### config.mk
export PLATFORM = sky130hd
export DESIGN_NAME = random_engine_dpath
export DESIGN_NICKNAME = d
export VERILOG_FILES = /design/src/rtl/random_engine_dpath.sv
export SDC_FILE = /design/constraint.sdc
export NUM_CORES = 1
export LEC_CHECK = 0
export BUFFER_PORTS_ARGS = -buffer_cell sky130_fd_sc_hd__buf_4
export CAP_MARGIN = 20
export CORE_MARGIN = 8
export CORE_UTILIZATION = 30
export CTS_CLUSTER_SIZE = 12
export DETAILED_ROUTE_END_ITERATION = 8
export SLEW_MARGIN = 30
export SYNTH_ARGS = -nofsm -noshare
export SYNTH_HDL_FRONTEND = slang
export SYNTH_SLANG_ARGS = --single-unit
export TNS_END_PERCENT = 20
### constraint.sdc
create_clock -name clk -period 2.2 [get_ports clk]
set_input_delay 0 -clock clk [delete_from_list [all_inputs] [get_ports clk]]
set_output_delay 0 -clock clk [all_outputs]
set_load 0.05 [all_outputs]
### src/rtl/random_engine_dpath.sv
// ---------------------------------------------------------------------------
// random_engine_dpath
//   Galois LFSR that advances once for each accepted step request. Every new
//   LFSR state is queued in a small FIFO, and a val/rdy stream drains it.
//   While the FIFO is full, stall is raised and step requests are dropped.
//   The controller is expected to hold lfsr_en until the step is accepted.
//
// Ports
//   clk        rising-edge clock
//   rst        asynchronous active-low reset
//   lfsr_en    step request from the controller
//   seed_load  load seed (zero maps to SEED) and flush the FIFO
//   seed       seed value, sampled when seed_load=1
//   stall      FIFO full; the step request this cycle is ignored
//   out_val    FIFO non-empty
//   out_rdy    consumer ready
//   out_data   FIFO head entry; 0 when empty
//   count      current FIFO occupancy
// ---------------------------------------------------------------------------
module random_engine_dpath #(
   parameter int               WIDTH = 16,
   parameter logic [WIDTH-1:0] TAPS  = 16'hB400,
   parameter logic [WIDTH-1:0] SEED  = 16'hACE1,
   parameter int               DEPTH = 4
) (
   input  logic                       clk,
   input  logic                       rst,
   input  logic                       lfsr_en,
   input  logic                       seed_load,
   input  logic [WIDTH-1:0]           seed,
   output logic                       stall,
   output logic                       out_val,
   input  logic                       out_rdy,
   output logic [WIDTH-1:0]           out_data,
   output logic [$clog2(DEPTH+1)-1:0] count
);

   localparam int AW = $clog2(DEPTH);
   localparam int CW = $clog2(DEPTH+1);
   localparam logic [CW-1:0] FULL = CW'(DEPTH);

   logic [WIDTH-1:0] r_lfsr;
   logic [WIDTH-1:0] r_mem [DEPTH];
   logic [AW-1:0]    r_wptr;
   logic [AW-1:0]    r_rptr;
   logic [CW-1:0]    r_count;

   logic [WIDTH-1:0] w_lfsr_nxt;
   logic             w_full;
   logic             w_empty;
   logic             w_step;
   logic             w_pop;

   // Galois step: shift right and fold TAPS in when the bit that falls out is 1.
   // A nonzero state never maps to zero, so lockup cannot happen.
   assign w_lfsr_nxt = (r_lfsr >> 1) ^ (r_lfsr[0] ? TAPS : '0);

   // full and empty depend only on registered count. This keeps out_rdy from
   // having any combinational path to stall.
   assign w_full  = (r_count == FULL);
   assign w_empty = (r_count == '0);

   // seed_load overrides both sides of the FIFO for this cycle.
   assign w_step = lfsr_en & ~w_full & ~seed_load;
   assign w_pop  = ~w_empty & out_rdy & ~seed_load;

   // LFSR state
   always_ff @(posedge clk or negedge rst) begin
      if (!rst) begin
         r_lfsr <= SEED;
      end else if (seed_load) begin
         r_lfsr <= (seed == '0) ? SEED : seed;
      end else if (w_step) begin
         r_lfsr <= w_lfsr_nxt;
      end
   end

   // FIFO storage. The entry written is the new LFSR state, not the old one.
   always_ff @(posedge clk or negedge rst) begin
      if (!rst) begin
         for (int i = 0; i < DEPTH; i++) begin
            r_mem[i] <= '0;
         end
      end else if (w_step) begin
         r_mem[r_wptr] <= w_lfsr_nxt;
      end
   end

   // Pointers wrap by natural overflow because DEPTH is a power of two.
   always_ff @(posedge clk or negedge rst) begin
      if (!rst) begin
         r_wptr  <= '0;
         r_rptr  <= '0;
         r_count <= '0;
      end else if (seed_load) begin
         r_wptr  <= '0;
         r_rptr  <= '0;
         r_count <= '0;
      end else begin
         if (w_step) begin
            r_wptr <= r_wptr + AW'(1);
         end
         if (w_pop) begin
            r_rptr <= r_rptr + AW'(1);
         end
         // A push and a pop in the same cycle leave occupancy unchanged.
         case ({w_step, w_pop})
            2'b10:   r_count <= r_count + CW'(1);
            2'b01:   r_count <= r_count - CW'(1);
            default: r_count <= r_count;
         endcase
      end
   end

   assign stall    = w_full;
   assign out_val  = ~w_empty;
   assign out_data = w_empty ? '0 : r_mem[r_rptr];
   assign count    = r_count;

endmodule

==> key figures, run 1 <==
Placed design
  • Buffers on Ports: between 40 and 50
  • Detailed Place HPWL: between 6 and 7 mm
  • Post-detailed-placement cell area: 4750 sq um
  • Last weighted congestion value of the routability-driven placer: roughly 0.74
  • Placed insts: roughly 520
  • Worst slack at placement: between 0.07 and 0.08 ns

Yosys
  • Top_reg_cell synth: dfrtp_1
  • Mapped Cells: approximately 310
  • Top-area cell type share of the netlist area: a little under half
  • Yosys top cell by area: dfrtp_1
  • Mean post-synth cell area: between 10 and 15 sq um
  • Dominant cells by area after synthesis: dfrtp_1, mux2_2, mux4_2, dfstp_2, and2_1
  • Most frequent cells after synthesis: dfrtp_1, mux2_2, and2_1, mux4_2, nand2_1
  • Count of warnings emitted by yosys: 0
  • EDFF count, synth: 0
  • Most numerous cell in the Yosys netlist: dfrtp_1
  • Mapped cell area: around 4200 sq um
  • Async set or reset register ratio after synthesis: 100.0%
  • Syn_nets: 331
  • Unique masters post-synth: 39
  • Share of synthesized area occupied by flip-flops and latches: 51.79%
  • Number of storage elements in the synthesis netlist: 87

Clocking
  • Source-to-sink clock delay at the later pin of the worst-skew pair: between 0.3 and 0.4 ns
  • Clock H-tree levels: 3
  • CTS tree: yes
  • Maximum buffer depth of the clock tree: 2
  • Clock tree sinks: 87
  • Total CTS buffers: 9
  • Post-CTS clock slew at the launch and capture registers of the worst setup and hold paths: 0.06 ns
  • Post CTS Setup Buffer Count: 0
  • Cell chosen for the clock root: clkbuf_16

Layout
  • Proportion of layout cells with a drive suffix above 1: approximately 48%
  • Layout Cells excl Fill: around 550
  • Number of nets in the finished design: 390
  • Layout area overhead: 23.05%
  • Area of all placed cells without fillers: around 5200 sq um
  • Diodes inserted: 0
  • Final cell utilization of the core: between 30% and 40%

Detailed routing
  • Routed WL: 9.595 mm
  • Pre-antenna DRT Iters: 4
  • Via count: 2,641
  • Average routed wire per standard cell: 17.48 um
  • Number of nets still failing antenna checks after routing: 0
  • Routed metal-1 wirelength: 4.283 mm
  • Residual DRC count: 0
  • Met3 wire length: slightly below 300 um
  • Via-per-instance ratio: a little under 5
  • Uppermost routed layer: met4
  • Met2 routed WL: between 4 and 5 mm
  • Number of design-rule violations left by the first detailed-router iteration: just over 100

STA
  • Final Hold Vio Count: 0
  • Ratio of final minimum period to clock period: between 90% and 100%
  • Max Clk Rate: between 400 and 500 MHz
  • Setup TNS Final: 0 ns
  • Setup skew after layout: 0.009354 ns
  • Slew Limit Fails: 0
  • Worst slew margin relative to its limit: between 50% and 60%
  • Worst hold-check slack: about 0.019 ns
  • # setup viols final: 0
  • Minimum clock period: slightly above 2 ns
  • Transition time at the pin with the least slew margin: around 0.70 ns
  • Worst path setup slack after routing: roughly 0.13 ns
  • Unrepaired setup endpoints after global routing: false

Floorplanning
  • Top-level I/O count: 42
  • Area of the die: 18,130 sq um
  • Row Count: 43
  • Core Footprint: 13,830 sq um
  • Initial standard-cell utilization of the core: a little under a third
  • Die Y-Extent: between 100 and 150 um
  • Die width: 134.6 um

Worst setup path
  • Startpoint class of the critical path: register
  • Critical path's largest stage delay: 0.40 ns
  • Destination of the critical timing path: count[2]$_DFFE_PN0P_
  • R2R setup slack: 0.13 ns
  • Buffers and inverters on the worst path: 0
  • Sort of element at the end of the critical path: register
  • Most prevalent standard cell on the critical path: or3_1
  • Master of the slowest instance on the critical path: dfrtp_2
  • Ordered cell list for the critical path: or3_1 -> nand2_1 -> nor3b_2 -> fa_2 -> or3_1 -> a21o_1 -> a31oi_1
  • Crit-path leading delay family: simple AND/OR/NAND/NOR gates
  • Kind of critical path: reg -> reg
  • CP startpoint: count[1]$_DFFE_PN0P_
  • Reg-to-reg endpoint: count[2]$_DFFE_PN0P_
  • Worst reg2reg path depth: 7
  • Maximum fanout encountered on the critical timing path: 4
  • Path length in cells of the critical path: 7
  • Endpoint arrival time on the critical path: approximately 2.3 ns
  • Launch instance of the worst register-to-register path: count[1]$_DFFE_PN0P_
  • Data required time of the critical path: about 2.5 ns

Global route
  • Number of antenna violations at the first check in global routing: 0
  • First-pass GRT wire length: approximately 16 mm
  • Global router's overall resource usage: roughly 11%
  • Largest net degree at the start of global routing: 55
  • Number of global-route vias before repair: 2,975
  • Total gr overflow: 0

Worst hold path
  • Hold Crit Start: lfsr_en
  • Class of the tightest hold or removal check: in -> reg

Power and ir drop
  • Final Total Pwr: approximately 5.2 mW
  • Total power divided by cell area: just over 1000 nW/um^2
  • Maximum vdd ir drop: 411.7 uV
  • Reported leakage power: about 2.3 nW

Job
  • Max cap viols: 0

Status
  • Status: complete, no violations
report_power, final:
part           switching, mW  internal (mW)  total [mW]
Combinational          0.675          0.802        1.48
Clock                  0.622          0.766        1.39
Sequential             0.269           2.11        2.38
Total                   1.57           3.67        5.24
cell usage in the layout (no fill, tap or decap), drive strengths merged, types with 8 or more instances in the layout:
cell type / count
and2: 16
buf: 52
clkbuf: 9
dfrtp: 79
dfstp: 8
dlygate4sd3: 17
mux2: 72
mux2i: 9
mux4: 16
nand2: 16
o21ai: 12
o22a: 8
worst reg2reg max path: cells and delay by family (launching register included):
family / cells / cell delay (ns)
AOI/OAI and AO/OA: 2 / 0.28
adders and majority gates: 1 / 0.38
DFF: 1 / 0.40
and+or+nand+nor: 4 / 0.94
worst min path at each step:
| stage | to | depth (start not counted) |
|---|---|---|
| 2_1_floorplan | count[0]$_DFFE_PN0P_ | 0 |
| 3_3_place_gp | r_mem[60]$_DFFE_PN0P_ | 1 |
| 3_5_place_dp | r_mem[60]$_DFFE_PN0P_ | 1 |
| 4_1_cts | count[2]$_DFFE_PN0P_ | 3 |
| 5_1_grt | count[2]$_DFFE_PN0P_ | 3 |
| 6_report | count[2]$_DFFE_PN0P_ | 3 |
cell type report:
| type | count | area (sq um) |
|---|---|---|
| clock buffer | 9 | 225.2 |
| clock inverter | 7 | 48.80 |
| fill | 1306 | 8631 |
| inverter | 3 | 11.26 |
| multi-input combinational | 194 | 1922 |
| sequential | 87 | 2191 |
| tap | 180 | 225.2 |
| timing repair buffer | 69 | 573.1 |
registers in the layout, summed over array words and instances, names as in the netlist:
register / flops
r_mem: 64
r_wptr: 2
r_lfsr: 16
count: 3
r_rptr: 2
layer usage:
| layer | vias to the layer above | global-route usage (%) |
|---|---|---|
| met5 | - | 0 |
| met4 | 0 | 2.807 |
| met3 | 10 | 2.786 |
| met2 | 42 | 19.30 |
| met1 | 1359 | 13.80 |
| li1 | 1230 | - |
cell families (layout without fill, tap and decap cells):
logic type | count (synthesis) | count (layout) | share of synthesized area, %
DFF | 87 | 87 | 51.79
and+or+nand+nor | 56 | 56 | 7.615
xor gates and xnor gates | 7 | 7 | 1.452
adders and majority gates | 5 | 5 | 1.659
muxes | 97 | 97 | 29.87
buffers and inverters | 24 | 88 | 3.022
AOI/OAI and AO/OA | 29 | 29 | 4.593
what timing repair did:
item | 4_1_cts | 5_1_grt
hold buffers | 17 | 0
setup endpoints to repair | 0 | 1
hold endpoints to repair | 66 | 0
resized for setup | 0 | 1
Note: power is estimated with default switching activity, not from simulation.
==> inputs of run 2 (changes only) <==
--- a/config.mk
+++ b/config.mk
@@ -5,6 +5,7 @@
 export SDC_FILE = /design/constraint.sdc
 export NUM_CORES = 1
 export LEC_CHECK = 0
+export ABC_AREA = 1
 export BUFFER_PORTS_ARGS = -buffer_cell sky130_fd_sc_hd__buf_4
 export CAP_MARGIN = 20
 export CORE_MARGIN = 8
==> run 2 against run 1 <==
Worst hold slack worse by 0.0081 ns. Register-to-register slack better by 0.10 ns. Flip-flop and latch count unchanged. Sequential share of layout area down 0.72 points. Combinational power up 120%. Global-route usage up 1.2 points. Clock-buffer cell count up 5. Clock skew down 0.00066 ns. Critical path depth up 6. Die area up 0.42%.
==> key figures, run 2 <==
Clocking
  • Post-CTS clock slew at the launch and capture registers of the worst setup and hold paths: 0.06 ns (about the same)
  • Total CTS buffers: 9 (unchanged)
  • Clock tree sinks: 87 (unchanged)
  • Cell chosen for the clock root: clkbuf_16 (unchanged)
  • Clock H-tree levels: 3 (unchanged)
  • Maximum buffer depth of the clock tree: 2 (unchanged)
  • Post CTS Setup Buffer Count: 0 (unchanged)
  • CTS tree: yes (unchanged)
  • Source-to-sink clock delay at the later pin of the worst-skew pair: 0.34 ns (about the same)

Yosys
  • Most numerous cell in the Yosys netlist: nand2_1 (was dfrtp_1)
  • Mapped Cells: 514 (was 305)
  • Number of storage elements in the synthesis netlist: 87 (unchanged)
  • Share of synthesized area occupied by flip-flops and latches: 51.55% (was 51.79%)
  • EDFF count, synth: 0 (unchanged)
  • Async set or reset register ratio after synthesis: 100.0% (unchanged)
  • Yosys top cell by area: dfrtp_1 (unchanged)
  • Dominant cells by area after synthesis: dfrtp_1, nand2_1, o21ai_0, nor2_1, dfstp_2 (was dfrtp_1, mux2_2, mux4_2, dfstp_2, and2_1)
  • Top_reg_cell synth: dfrtp_1 (unchanged)
  • Mapped cell area: 4243 sq um (was 4223 sq um)
  • Most frequent cells after synthesis: nand2_1, dfrtp_1, o21ai_0 (was dfrtp_1, mux2_2, and2_1, mux4_2, nand2_1)
  • Unique masters post-synth: 26 (was 39)
  • Syn_nets: 540 (was 331)
  • Count of warnings emitted by yosys: 0 (unchanged)
  • Top-area cell type share of the netlist area: 46.59% (was 46.81%)
  • Mean post-synth cell area: 8.255 sq um (was 13.85 sq um)

Worst setup path
  • Kind of critical path: reg -> reg (unchanged)
  • Maximum fanout encountered on the critical timing path: 4 (unchanged)
  • Master of the slowest instance on the critical path: dfrtp_2 (unchanged)
  • Sort of element at the end of the critical path: register (unchanged)
  • Most prevalent standard cell on the critical path: nand2_1 (was or3_1)
  • Data required time of the critical path: 2.44 ns (was 2.46 ns)
  • Endpoint arrival time on the critical path: 2.21 ns (was 2.33 ns)
  • Critical path's largest stage delay: 0.45 ns (was 0.40 ns)
  • Startpoint class of the critical path: register (unchanged)
  • Ordered cell list for the critical path: nor2_4 -> nand2_2 -> nand2_1 -> nor2_1 -> nand2_1 -> inv_1 -> fa_1 -> xnor2_1 -> inv_1 -> nand2_1 -> nand2_1 -> nand2_1 -> nand2_1 (was or3_1 -> nand2_1 -> nor3b_2 -> fa_2 -> or3_1 -> a21o_1 -> a31oi_1)

Placed design
  • Detailed Place HPWL: 7.280 mm (was 6.394 mm)
  • Buffers on Ports: 41 (unchanged)
  • Last weighted congestion value of the routability-driven placer: 0.8001 (was 0.7429)
  • Worst slack at placement: 0.1804 ns (was 0.07473 ns)

STA
  • Worst path setup slack after routing: 0.2337 ns (was 0.1300 ns)
  • Setup skew after layout: 0.008696 ns (was 0.009354 ns)
  • Setup TNS Final: 0 ns (unchanged)
  • # setup viols final: 0 (unchanged)
  • Slew Limit Fails: 0 (unchanged)
  • Transition time at the pin with the least slew margin: 0.5920 ns (was 0.7014 ns)
  • Ratio of final minimum period to clock period: 89.38% (was 94.09%)
  • Worst slew margin relative to its limit: 60.53% (was 53.24%)
  • Max Clk Rate: 508.6 MHz (was 483.1 MHz)
  • Minimum clock period: 1.966 ns (was 2.070 ns)
  • Unrepaired setup endpoints after global routing: false (unchanged)
  • Final Hold Vio Count: 0 (unchanged)

Layout
  • Commonest cells after routing, fill and taps aside: nand2_1, dfrtp_1, o21ai_0 (was dfrtp_1, mux2_2, buf_4)
  • Flip-flop count of the largest register after layout: 64 (unchanged)
  • Number of nets in the finished design: 601 (was 390)
  • Most common cell after layout, fill and taps aside: nand2_1 (was dfrtp_1)
  • Proportion of layout cells with a drive suffix above 1: 17.76% (was 47.70%)
  • Diodes inserted: 0 (unchanged)
  • Register with the most flip-flops: r_mem (unchanged)
  • Layout area overhead: 24.59% (was 23.05%)
  • Layout fillers: 1,396 (was 1,306)

Floorplanning
  • Row Count: 43 (unchanged)
  • Initial standard-cell utilization of the core: 30.69% (was 30.54%)
  • Die width: 134.9 um (was 134.6 um)
  • Area of the die: 18,200 sq um (was 18,130 sq um)
  • Top-level I/O count: 42 (unchanged)
  • Die Y-Extent: 134.9 um (was 134.6 um)
  • Core Footprint: 13,830 sq um (unchanged)

Job
  • Max cap viols: 0 (unchanged)

Status
  • Status: complete, no violations (unchanged)

Global route
  • First-pass GRT wire length: 18.15 mm (was 15.92 mm)
  • Largest net degree at the start of global routing: 46 (was 55)
  • Number of global-route vias before repair: 3,540 (was 2,975)
  • Number of antenna violations at the first check in global routing: 0 (unchanged)
  • Total gr overflow: 0 (unchanged)
  • Global router's overall resource usage: 12.47% (was 11.25%)

Detailed routing
  • Pre-antenna DRT Iters: 4 (unchanged)
  • Via-per-instance ratio: 4.687 (was 4.811)
  • Number of design-rule violations left by the first detailed-router iteration: 226 (was 101)
  • Number of nets still failing antenna checks after routing: 0 (unchanged)
  • Average routed wire per standard cell: 14.18 um (was 17.48 um)
  • Routed WL: 10.78 mm (was 9.595 mm)
  • Via count: 3,562 (was 2,641)
  • Residual DRC count: 0 (unchanged)

Power and ir drop
  • Total power divided by cell area: 1388 nW/um^2 (was 1008 nW/um^2)
  • Reported leakage power: 2.539 nW (was 2.266 nW)
  • Maximum vdd ir drop: 659.2 uV (was 411.7 uV)

Worst hold path
  • Class of the tightest hold or removal check: in -> reg (unchanged)
-- run 2: final timing paths --
| kind | start | end | slack (ns) | depth (start not counted) |
|---|---|---|---|---|
| max | count[1]$_DFFE_PN0P_ | count[2]$_DFFE_PN0P_ | 0.23 | 13 |
| min | seed_load | r_lfsr[0]$_DFFE_PN1P_ | 0.01 | 3 |
| max reg2reg | count[1]$_DFFE_PN0P_ | count[2]$_DFFE_PN0P_ | 0.23 | 13 |
| min reg2reg | r_mem[8]$_DFFE_PN0P_ | r_mem[8]$_DFFE_PN0P_ | 0.48 | 2 |
| max in group asynchronous | rst | r_mem[41]$_DFFE_PN0P_ | 1.36 | 3 |
| min in group asynchronous | rst | count[1]$_DFFE_PN0P_ | 0.20 | 2 |
-- run 2: area by class of cell --
| cell class | count | area [sq um] | area share, % |
|---|---|---|---|
| timing repair buffer | 80 | 675.6 | 12.78 |
| clock buffer | 14 | 274.0 | 5.183 |
| tap | 180 | 225.2 | 4.260 |
| inverter | 44 | 170.2 | 3.219 |
| multi-input combinational | 353 | 1713 | 32.40 |
| sequential | 87 | 2191 | 41.44 |
| clock inverter | 2 | 37.54 | 0.7101 |
-- run 2: logic make-up (layout without fill, tap and decap cells) --
group	Yosys count	after routing	share of synthesized area (%)
simple gates	215	215	20.94
compound gates	129	129	16.78
flops	87	87	51.55
buf+inv	74	140	8.257
fa+ha+maj	5	5	1.651
xor+xnor	4	4	0.8259
-- run 2: metal layers --
layer	share of wire (%)	track usage, %	vias to the layer above
met5	0	0	-
met4	1.5	4.492	0
met3	2.7	2.526	11
met2	47	19.71	56
met1	48	16.50	1708
li1	-	-	1787
-- run 2: worst max-delay path: cells and delay by family, from the launching register on --
family                     cells  cell delay (ns)
buffers and inverters          2             0.11
DFF                            1             0.45
and+or+nand+nor                9             0.72
adders and majority gates      1             0.38
xor gates and xnor gates       1             0.20
-- run 2: timing repair --
action | CTS | global route
hold buffers | 25 | 0
endpoints found under the hold margin | 53 | 0
setup endpoints to repair | 0 | 1
resized for setup | 0 | 1
-- run 2: power breakdown --
part	internal [mW]	switching, mW
Clock	0.974	0.613
Sequential	2.22	0.338
Combinational	1.01	2.18
Total	4.21	3.13
-- run 2: through the flow --
step                      area, sq um  power (mW)  util [%]  std cells  hold WS, ns
final                            5286       7.336     38.23        760      0.01084
after global routing             5286       7.835     38.23        760      0.03545
after CTS                        5281       7.402     38.20        760     0.003687
after detailed placement         4720       5.762     34.13        719      0.04739
after global placement           4720       5.687     34.13        719      0.03750
after floorplan                  4249       4.787         -        514      -0.2956
==> inputs of run 3 (changes only) <==
--- a/config.mk
+++ b/config.mk
@@ -10,8 +10,10 @@
 export CAP_MARGIN = 20
 export CORE_MARGIN = 8
 export CORE_UTILIZATION = 30
+export CTS_BUF_LIST = sky130_fd_sc_hd__clkbuf_8
 export CTS_CLUSTER_SIZE = 12
 export DETAILED_ROUTE_END_ITERATION = 8
+export REMOVE_ABC_BUFFERS = 1
 export SLEW_MARGIN = 30
 export SYNTH_ARGS = -nofsm -noshare
 export SYNTH_HDL_FRONTEND = slang
==> constraint.sdc (replaced) <==
create_clock -name clk -period 2.05 [get_ports clk]
set_input_delay 0 -clock clk [delete_from_list [all_inputs] [get_ports clk]]
set_output_delay 0 -clock clk [all_outputs]
set_load 0.05 [all_outputs]
==> run 3 against run 2 <==
Combinational power rose by 7.8%. Register-to-register slack got worse by 0.02 ns. Global-route usage rose by 0.20 points. Clock power fell by 32%. Flip-flop and latch count did not move.
==> key figures, run 3 (synthesis gave the netlist of run 2 again) <==
Layout
  • Diodes inserted: 0 (unchanged)
  • Flip-flop count of the largest register after layout: 64 (unchanged)
  • Proportion of layout cells with a drive suffix above 1: 18.38% (was 17.76%)
  • Most common cell after layout, fill and taps aside: nand2_1 (unchanged)
  • Area taken by flip-flops and latches: 2190 sq um (was 2191 sq um)
  • Area of combinational cells with multiple inputs: 1723 sq um (was 1713 sq um)
  • Commonest cells after routing, fill and taps aside: nand2_1, dfrtp_1, o21ai_0 (unchanged)
  • Layout fillers: 1,404 (was 1,396)
  • Register with the most flip-flops: r_mem (unchanged)
  • Number of nets in the finished design: 603 (was 601)
  • Layout area overhead: 21.91% (was 24.59%)

Worst setup path
  • R2R setup slack: 0.21 ns (was 0.23 ns)
  • CP startpoint: r_rptr[0]$_DFFE_PN0P_ (was count[1]$_DFFE_PN0P_)
  • Ordered cell list for the critical path: buf_4 -> inv_1 -> buf_4 -> a21oi_1 -> o21ai_0 -> a21oi_1 -> buf_4 (was nor2_4 -> nand2_2 -> nand2_1 -> nor2_1 -> nand2_1 -> inv_1 -> fa_1 -> xnor2_1 -> inv_1 -> nand2_1 -> nand2_1 -> nand2_1 -> nand2_1)
  • Critical path's largest stage delay: 0.36 ns (was 0.45 ns)
  • Reg-to-reg endpoint: count[2]$_DFFE_PN0P_ (unchanged)
  • Master of the slowest instance on the critical path: dfrtp_1 (was dfrtp_2)
  • Startpoint class of the critical path: register (unchanged)
  • Most prevalent standard cell on the critical path: buf_4 (was nand2_1)
  • Destination of the critical timing path: out_data[13] (was count[2]$_DFFE_PN0P_)
  • Data required time of the critical path: 2.05 ns (was 2.44 ns)
  • Maximum fanout encountered on the critical timing path: 20 (was 4)
  • Kind of critical path: reg -> out (was reg -> reg)
  • Sort of element at the end of the critical path: output port (was register)
  • Worst reg2reg path depth: 13 (unchanged)
  • Endpoint arrival time on the critical path: 1.88 ns (was 2.21 ns)
  • Launch instance of the worst register-to-register path: count[1]$_DFFE_PN0P_ (unchanged)

Power and ir drop
  • Sequential cell fraction of total power: 37.8% (was 34.9%)
  • Clock group share of total power: 14.9% (was 21.6%)
  • Combinational Power Share: 47.3% (was 43.5%)
  • Total power divided by cell area: 1406 nW/um^2 (was 1388 nW/um^2)
  • Reported leakage power: 2.488 nW (was 2.539 nW)
  • Final Total Pwr: 7.274 mW (was 7.336 mW)
  • Switching part of the total power: 45.74% (was 42.61%)
  • Maximum vdd ir drop: 873.1 uV (was 659.2 uV)
  • Total internal power: 3.947 mW (was 4.210 mW)
  • Net switching power figure: 3.327 mW (was 3.126 mW)

Clocking
  • Maximum buffer depth of the clock tree: 2 (unchanged)
  • Cell chosen for the clock root: clkbuf_8 (was clkbuf_16)
  • Total CTS buffers: 9 (unchanged)
  • Clock tree sinks: 87 (unchanged)
  • Source-to-sink clock delay at the later pin of the worst-skew pair: 0.37 ns (was 0.34 ns)
  • Clock H-tree levels: 3 (unchanged)
  • Post-CTS clock slew at the launch and capture registers of the worst setup and hold paths: 0.09 ns (was 0.06 ns)
  • CTS tree: yes (unchanged)

STA
  • Max Clk Rate: 532.4 MHz
  • Unrepaired setup endpoints after global routing: false (unchanged)
  • Ratio of final minimum period to clock period: between 90% and 100%
  • Worst slew margin relative to its limit: 66.77% (was 60.53%)
  • Slew Limit Fails: 0 (unchanged)
  • Final Hold Vio Count: 0 (unchanged)
  • Setup skew after layout: 0.008864 ns (was 0.008696 ns)
  • Minimum clock period: around 1.9 ns
  • # setup viols final: 0 (unchanged)
  • Setup TNS Final: 0 ns (unchanged)
  • Transition time at the pin with the least slew margin: 0.4967 ns (was 0.5920 ns)

Floorplanning
  • Top-level I/O count: 42 (unchanged)
  • Core Footprint: 13,830 sq um (unchanged)
  • Die width: 134.9 um (unchanged)
  • Initial standard-cell utilization of the core: 30.69% (unchanged)
  • Die Y-Extent: 134.9 um (unchanged)
  • Area of the die: 18,200 sq um (unchanged)
  • Row Count: 43 (unchanged)

Detailed routing
  • Number of design-rule violations left by the first detailed-router iteration: 269 (was 226)
  • Routed metal-1 wirelength: 4.994 mm (was 5.209 mm)
  • Via count: 3,576 (was 3,562)
  • Pre-antenna DRT Iters: 4 (unchanged)
  • Met3 wire length: 418 um (was 294 um)
  • Average routed wire per standard cell: 14.32 um (was 14.18 um)
  • Met2 routed WL: 5.366 mm (was 5.112 mm)
  • Number of nets still failing antenna checks after routing: 0 (unchanged)
  • Uppermost routed layer: met4 (unchanged)
  • Residual DRC count: 0 (unchanged)
  • Via-per-instance ratio: 4.693 (was 4.687)
  • Routed WL: 10.91 mm (was 10.78 mm)

Global route
  • Number of antenna violations at the first check in global routing: 0 (unchanged)
  • Number of global-route vias before repair: 3,600 (was 3,540)
  • Global router's overall resource usage: 12.67% (was 12.47%)
  • Total gr overflow: 0 (unchanged)
  • Largest net degree at the start of global routing: 55 (was 46)
  • First-pass GRT wire length: 18.29 mm (was 18.15 mm)

Placed design
  • Detailed Place HPWL: 7.478 mm (was 7.280 mm)
  • Last weighted congestion value of the routability-driven placer: 0.8035 (was 0.8001)
  • Buffers on Ports: 41 (unchanged)

Status
  • Status: complete, no violations (unchanged)

Job
  • Max cap viols: 0 (unchanged)

Worst hold path
  • Class of the tightest hold or removal check: in -> reg (unchanged)
-- run 3: worst min path at each step --
stage / start / end / slack (ns) / cells after the start
3_3_place_gp: rst / count[2]$_DFFE_PN0P_ / -0.02 / 1
3_5_place_dp: rst / count[0]$_DFFE_PN0P_ / -0.02 / 1
5_1_grt: lfsr_en / r_lfsr[5]$_DFFE_PN1P_ / 0.10 / 5
2_1_floorplan: rst / count[0]$_DFFE_PN0P_ / -0.30 / 0
6_report: lfsr_en / r_lfsr[5]$_DFFE_PN1P_ / 0.07 / 5
4_1_cts: lfsr_en / r_lfsr[6]$_DFFE_PN1P_ / 0.06 / 5
-- run 3: critical path, delay by kind of cell (launching register included) --
family	cells	cell delay (ns)
buffers and inverters	4	0.73
AO/OA/AOI/OAI	3	0.42
flip-flops	1	0.36
-- run 3: final cells by class --
| class | count | area share, % |
|---|---|---|
| Sequential cell | 87 | 42.33 |
| Multi-Input combinational cell | 353 | 33.31 |
| Timing Repair Buffer | 82 | 13.40 |
| Tap cell | 180 | 4.354 |
| Inverter | 44 | 3.290 |
| Clock buffer | 9 | 2.395 |
| Clock inverter | 7 | 0.9192 |
-- run 3: power by group through the flow --
stage               clock network (mW)  logic [mW]  registers, mW
floorplan                            0        2.23           2.80
global placement                     0        3.38           2.72
detailed placement                   0        3.42           2.76
CTS                               1.11        3.47           2.73
global route                      1.18        3.84           2.83
finish                            1.08        3.44           2.75
-- run 3: per-stage QoR --
stage | setup slack (ns) | hold WS [ns] | instance area, sq um | instances | util, %
floorplan | -0.4260 | -0.2956 | 4063 | 484 | -
global placement | 0.1617 | -0.02051 | 4721 | 720 | 34.14
detailed placement | 0.1099 | -0.01730 | 4721 | 720 | 34.14
CTS | 0.09034 | 0.06086 | 5152 | 762 | 37.26
global route | 0.02923 | 0.1038 | 5172 | 762 | 37.41
finish | 0.1717 | 0.07477 | 5172 | 762 | 37.41
-- run 3: routing by layer --
metal  global-route usage, %  vias up
met1                   16.19     1704
met2                   20.87       80
met3                   2.303       11
li1                        -     1781
met5                       0        -
met4                   4.616        0
-- run 3: repair_timing --
| action | 4_1_cts | 5_1_grt |
|---|---|---|
| gates resized for setup | 0 | 6 |
| hold endpoints to repair | 50 | 0 |
| buffers inserted | 0 | 0 |
| setup endpoints to repair | 0 | 5 |
| hold buffers | 26 | 0 |
